$ cat src/rtl/uart_rx_deframer.sv
// UART receive deframer: synchronizes the serial line, finds start edges, samples
// each bit at its centre using a 16x baud enable, and pushes the character plus status.
module uart_rx_deframer #(
   parameter int OSR         = 16,
   parameter int SYNC_STAGES = 2
) (
   input  logic       clk,
   input  logic       rst,
   input  logic       baud_en,
   input  logic       sin,
   input  logic [1:0] data_bits,
   input  logic       parity_en,
   input  logic       parity_even,
   input  logic       fifo_full,
   output logic       push,
   output logic [7:0] rx_data,
   output logic       parity_err,
   output logic       framing_err,
   output logic       break_det,
   output logic       overrun,
   output logic       busy
);

   typedef enum logic [2:0] {
      S_IDLE,
      S_START,
      S_DATA,
      S_PARITY,
      S_STOP
   } state_t;

   localparam logic [3:0] SAMPLE_PT = 4'(OSR / 2 - 1);

   state_t                  state, state_nx;
   logic [SYNC_STAGES-1:0]  sync_q;
   logic                    sin_s;
   logic                    prev_q;
   logic [3:0]              cnt;
   logic [2:0]              bidx;
   logic [7:0]              shreg;
   logic                    pbit;
   logic [1:0]              db_q;
   logic                    pe_q;
   logic                    pv_q;
   logic                    done_q;
   logic                    perr_pend;
   logic                    ferr_pend;
   logic                    brk_pend;
   logic                    start_edge;
   logic                    sample;
   logic                    last_bit;

   assign sin_s      = sync_q[SYNC_STAGES-1];
   assign start_edge = prev_q & ~sin_s;
   assign sample     = baud_en & (cnt == SAMPLE_PT);
   assign last_bit   = (bidx == {1'b1, db_q});
   assign busy       = (state != S_IDLE);

   always_ff @(posedge clk or posedge rst) begin
      if (rst) begin
         sync_q <= '1;
         prev_q <= 1'b1;
      end else begin
         sync_q <= {sync_q[SYNC_STAGES-2:0], sin};
         prev_q <= sin_s;
      end
   end

   always_ff @(posedge clk or posedge rst) begin
      if (rst) state <= S_IDLE;
      else     state <= state_nx;
   end

   always_comb begin
      state_nx = state;
      case (state)
         S_IDLE:   if (start_edge) state_nx = S_START;
         S_START:  if (sample) state_nx = sin_s ? S_IDLE : S_DATA;
         S_DATA:   if (sample && last_bit) state_nx = pe_q ? S_PARITY : S_STOP;
         S_PARITY: if (sample) state_nx = S_STOP;
         S_STOP:   if (sample) state_nx = S_IDLE;
         default:  state_nx = S_IDLE;
      endcase
   end

   always_ff @(posedge clk or posedge rst) begin
      if (rst) begin
         cnt         <= '0;
         bidx        <= '0;
         shreg       <= '0;
         pbit        <= 1'b0;
         db_q        <= '0;
         pe_q        <= 1'b0;
         pv_q        <= 1'b0;
         done_q      <= 1'b0;
         perr_pend   <= 1'b0;
         ferr_pend   <= 1'b0;
         brk_pend    <= 1'b0;
         push        <= 1'b0;
         overrun     <= 1'b0;
         rx_data     <= '0;
         parity_err  <= 1'b0;
         framing_err <= 1'b0;
         break_det   <= 1'b0;
      end else begin
         done_q <= 1'b0;
         // Frame config is captured at the start edge so mid-frame changes are ignored.
         if (state == S_IDLE && start_edge) begin
            cnt   <= '0;
            bidx  <= '0;
            shreg <= '0;
            pbit  <= 1'b0;
            db_q  <= data_bits;
            pe_q  <= parity_en;
            pv_q  <= parity_even;
         end else if (state != S_IDLE && baud_en) begin
            cnt <= cnt + 4'd1;
         end

         if (sample) begin
            case (state)
               S_DATA: begin
                  shreg[bidx] <= sin_s;
                  bidx        <= bidx + 3'd1;
               end
               S_PARITY: pbit <= sin_s;
               S_STOP: begin
                  done_q    <= 1'b1;
                  ferr_pend <= ~sin_s;
                  brk_pend  <= (shreg == 8'd0) & ~pbit & ~sin_s;
                  perr_pend <= pe_q & ((^{shreg, pbit}) != ~pv_q);
               end
               default: ;
            endcase
         end

         push    <= done_q & ~fifo_full;
         overrun <= done_q & fifo_full;
         if (done_q && !fifo_full) begin
            rx_data     <= shreg;
            parity_err  <= perr_pend;
            framing_err <= ferr_pend;
            break_det   <= brk_pend;
         end
      end
   end

endmodule

$ cat config.mk
export PLATFORM = sky130hd
export DESIGN_NAME = uart_rx_deframer
export DESIGN_NICKNAME = d
export VERILOG_FILES = /design/src/rtl/uart_rx_deframer.sv
export SDC_FILE = /design/constraint.sdc
export NUM_CORES = 1
export LEC_CHECK = 0
export ABC_AREA = 0
export ABC_CLOCK_PERIOD_IN_PS = 3300
export CAP_MARGIN = 30
export CORE_ASPECT_RATIO = 1.4
export CORE_MARGIN = 2
export CORE_UTILIZATION = 45
export CTS_BUF_LIST = sky130_fd_sc_hd__clkbuf_8
export DETAILED_ROUTE_END_ITERATION = 6
export MAX_ROUTING_LAYER = met4
export PLACE_DENSITY = 0.66
export SETUP_SLACK_MARGIN = 0.2
export SYNTH_ARGS = -nofsm -noshare
export SYNTH_HDL_FRONTEND = slang
export SYNTH_SLANG_ARGS = --single-unit
$ cat constraint.sdc
create_clock -name clk -period 3.3 [get_ports clk]
set_clock_uncertainty 0.2 [all_clocks]
set_input_delay 0.99 -clock clk [delete_from_list [all_inputs] [get_ports clk]]
set_output_delay 0.99 -clock clk [all_outputs]
set_load 0.005 [all_outputs]
==> impl_metrics.yaml, run 1 <==
clock_network:
  cts_resized: 0
  deepest_clock_path_buffer_count: 2
  cts.sink_count: 43
  numCtsBuffers: 5
  clk-insertion-delay-late_ps: 310
  clock_transition_time_at_the_flip_flop_clock_pins_of_the_worst_setup_and_hold_paths_ps: 80
  post_cts_buffers: 0
  root_buffer_cell: "sky130_fd_sc_hd__clkbuf_8"
  cts.htree.levels: 2
  clock_tree_from_tritoncts: "yes"
  hold_buffers: 0
critical_path:
  timing.critical_path.buf_inv: 1
  crit_required_ps: 2110
  setup.reg_to_reg.worst_slack_ps: 1230
  critical_path.slowest_cell: "sky130_fd_sc_hd__dfrtp_1"
  critical_path.top_delay_family: "flip-flops"
  worst_path_max_fanout: 12
  worstSetupStartpointType: "flop"
  worst_ep_arrival_time_ps: 1790
  ordered_list_of_cells_on_the_worst_path: "or3_1 -> clkdlybuf4s50_1"
  critical_path.endpoint_type: "output pin"
  criticalPathCategory: "flop to output pin"
  cp_slowest_stage_delay_ps: 510
floorplanning:
  core_area_sq_um: 4204
  fp-row-count: 28
  die-width_microns: 59.63
  design.portCount: 23
  die_h_microns: 81.88
  fp.dieArea_sq_um: 4882
  start_util_pct: 46.37
yosys:
  synth_area_leaders: "sky130_fd_sc_hd__dfrtp_1, sky130_fd_sc_hd__mux2_2, sky130_fd_sc_hd__nand2_1"
  synth.avg_cell_area_sq_um: 11.01
  syn_inst: 177
  primary_flip_flop_cell_chosen_by_synthesis_mapping: "sky130_fd_sc_hd__dfrtp_1"
  yosys.area.top_type: "sky130_fd_sc_hd__dfrtp_1"
  synth_cell_type_count: 39
  synth_enable_flop_cells: 0
  synthesis_stage_register_bit_count: 43
  synthDominantCellAreaShare_pct: 51.35
  postSynth.asyncResetShare_pct: 100.0
  ys_seq_area_share_pct: 55.39
  net_count_synth: 188
  post_synth_instance_area_sq_um: 1949
  yosys_warnings: 0
sta:
  slew_viol_final: 0
  final_period_minus_worst_setup_slack_ps: 2982
  final_worst_path_cycle_share_pct: 90.37
  worstMarginPinSlew_ps: 578.3
  achievable-frequency_mhz: 335.3
  timing.max_slew.rel_slack_pct: 61.45
  rsz0062_at_grt: "no"
  fin_setup_tns_ps: 0
  count_of_final_setup_violators: 0
  finalHoldViolations: 0
route:
  routed_wl_mm: 3.554
  ant_nets_after_route: 0
  detailedRoute.firstIterationViolations: 44
  average_wire_length_per_cell_after_detail_routing_microns: 14.45
  vias_per_cell: 5.451
  route.detailed.drc: 0
  dr.pass1.iters: 4
  dr_total_vias: 1341
layout:
  mostFrequentLayoutCell: "sky130_fd_sc_hd__dfrtp_1"
  layoutNonFillerInstCount: 246
  diodes: 0
  most-common-layout-cells: "sky130_fd_sc_hd__dfrtp_1, sky130_fd_sc_hd__nand2_1, sky130_fd_sc_hd__clkdlybuf4s50_1"
  final_nets: 211
  drive_above_1_share_pct: 11.44
  area_delta_synth_final_pct: 17.14
power:
  vdd_ir_drop_max_v: 0.0003980
  pwr_density_cell_nw_per_um2: 731.8
  leakage_nw: 1.077
global_route:
  grt.overflow.total: 0
  number_of_antenna_violations_at_the_first_check_in_global_routing: 0
  grt_util_all_layers_pct: 17.66
  global_route_wire_length_before_repair_mm: 6.072
  first_global_vias: 1282
  grt_max_degree: 44
outcome:
  outcome: "finished, final reports clean"
placement:
  numPortBuffers: 22
  place.detailed.hpwl_mm: 2.548
  placedCellCount: 238
  gp_routability_congestion: 0.7752
hold_path:
  min_path_type: "flop to flop"
job:
  max_cap_viol_count: 0
==> final cells by class <==
class                      instances  area, sq um
clock buffer                       5        68.82
inverter                           6        22.52
timing repair buffer              23        227.7
clock inverter                     3        23.77
multi-input combinational        121        804.5
sequential                        43         1080
tap                               45        56.30
fill                             384         1921
==> metrics by stage <==
stage / power, W / setup WS [ps] / hold WS, ps / util [%] / area (sq um)
after floorplan: 0.001198 / 1112 / 145.2 / - / 1949
after global placement: 0.001320 / 480.4 / 145.6 / 52.11 / 2191
after detailed placement: 0.001341 / 377.9 / 155.7 / 52.11 / 2191
after CTS: 0.001692 / 300.0 / 168.5 / 54.32 / 2283
after global routing: 0.001789 / 239.2 / 172.2 / 54.32 / 2283
final: 0.001671 / 317.9 / 168.6 / 54.32 / 2283
==> where the power goes <==
group | internal, W | leakage, nW | switching (W)
clock | 0.000151 | 0.0408 | 0.000194
combinational | 0.000272 | 0.469 | 0.000249
sequential | 0.000648 | 0.567 | 0.000157
==> synth_stat cells, types with 4 or more instances <==
| master | number |
|---|---|
| sky130_fd_sc_hd__clkbuf_1 | 4 |
| sky130_fd_sc_hd__dfrtp_1 | 40 |
| sky130_fd_sc_hd__inv_1 | 5 |
| sky130_fd_sc_hd__mux2_2 | 11 |
| sky130_fd_sc_hd__mux2i_1 | 10 |
| sky130_fd_sc_hd__nand2_1 | 32 |
| sky130_fd_sc_hd__nand3_1 | 9 |
| sky130_fd_sc_hd__nor2_1 | 7 |
| sky130_fd_sc_hd__o21ai_0 | 5 |
| sky130_fd_sc_hd__xnor2_1 | 8 |
==> registers in the layout, indices dropped and copies added, names as in the netlist, 2 cells and up <==
name / flops
rx_data: 8
shreg: 8
cnt: 4
bidx: 3
state: 3
db_q: 2
sync_q: 2
==> final timing paths <==
check                           cells past startpoint      start   endpoint
worst max-delay path                                2   state[0]       busy
worst min-delay path                                0  sync_q[0]  sync_q[1]
worst max register to register                      4   state[0]   shreg[7]
worst min register to register                      0  sync_q[0]  sync_q[1]
max in group asynchronous                           3        rst       pv_q
min in group asynchronous                           3        rst     cnt[3]
==> cell families after synthesis <==
kind of cell	Yosys count	synth area share [%]
AND/OR/NAND/NOR	70	17.33
flip-flops	43	55.39
AO/OA/AOI/OAI	17	5.520
buffers and inverters	13	3.337
adder cells (fa/ha/maj)	2	1.283
XOR/XNOR	11	5.648
multiplexers	21	11.49
==> layer usage <==
layer / part of all wire (%) / track usage (%) / wire length (microns) / up-vias
met5: 0 / - / 0 / -
met2: 54 / 30.66 / 1912 / 26
li1: - / - / - / 650
met1: 41 / 18.21 / 1455 / 658
met3: 3.2 / 4.724 / 112 / 7
met4: 2.1 / 8.444 / 74 / 0
Power figures use the tool's default switching activity.
==> run 2: changes to the inputs <==
SKIP_LAST_GASP = 1   (was default)
==> results of run 2 <==
Final layout, timing and power as in run 1 (identical DEF).
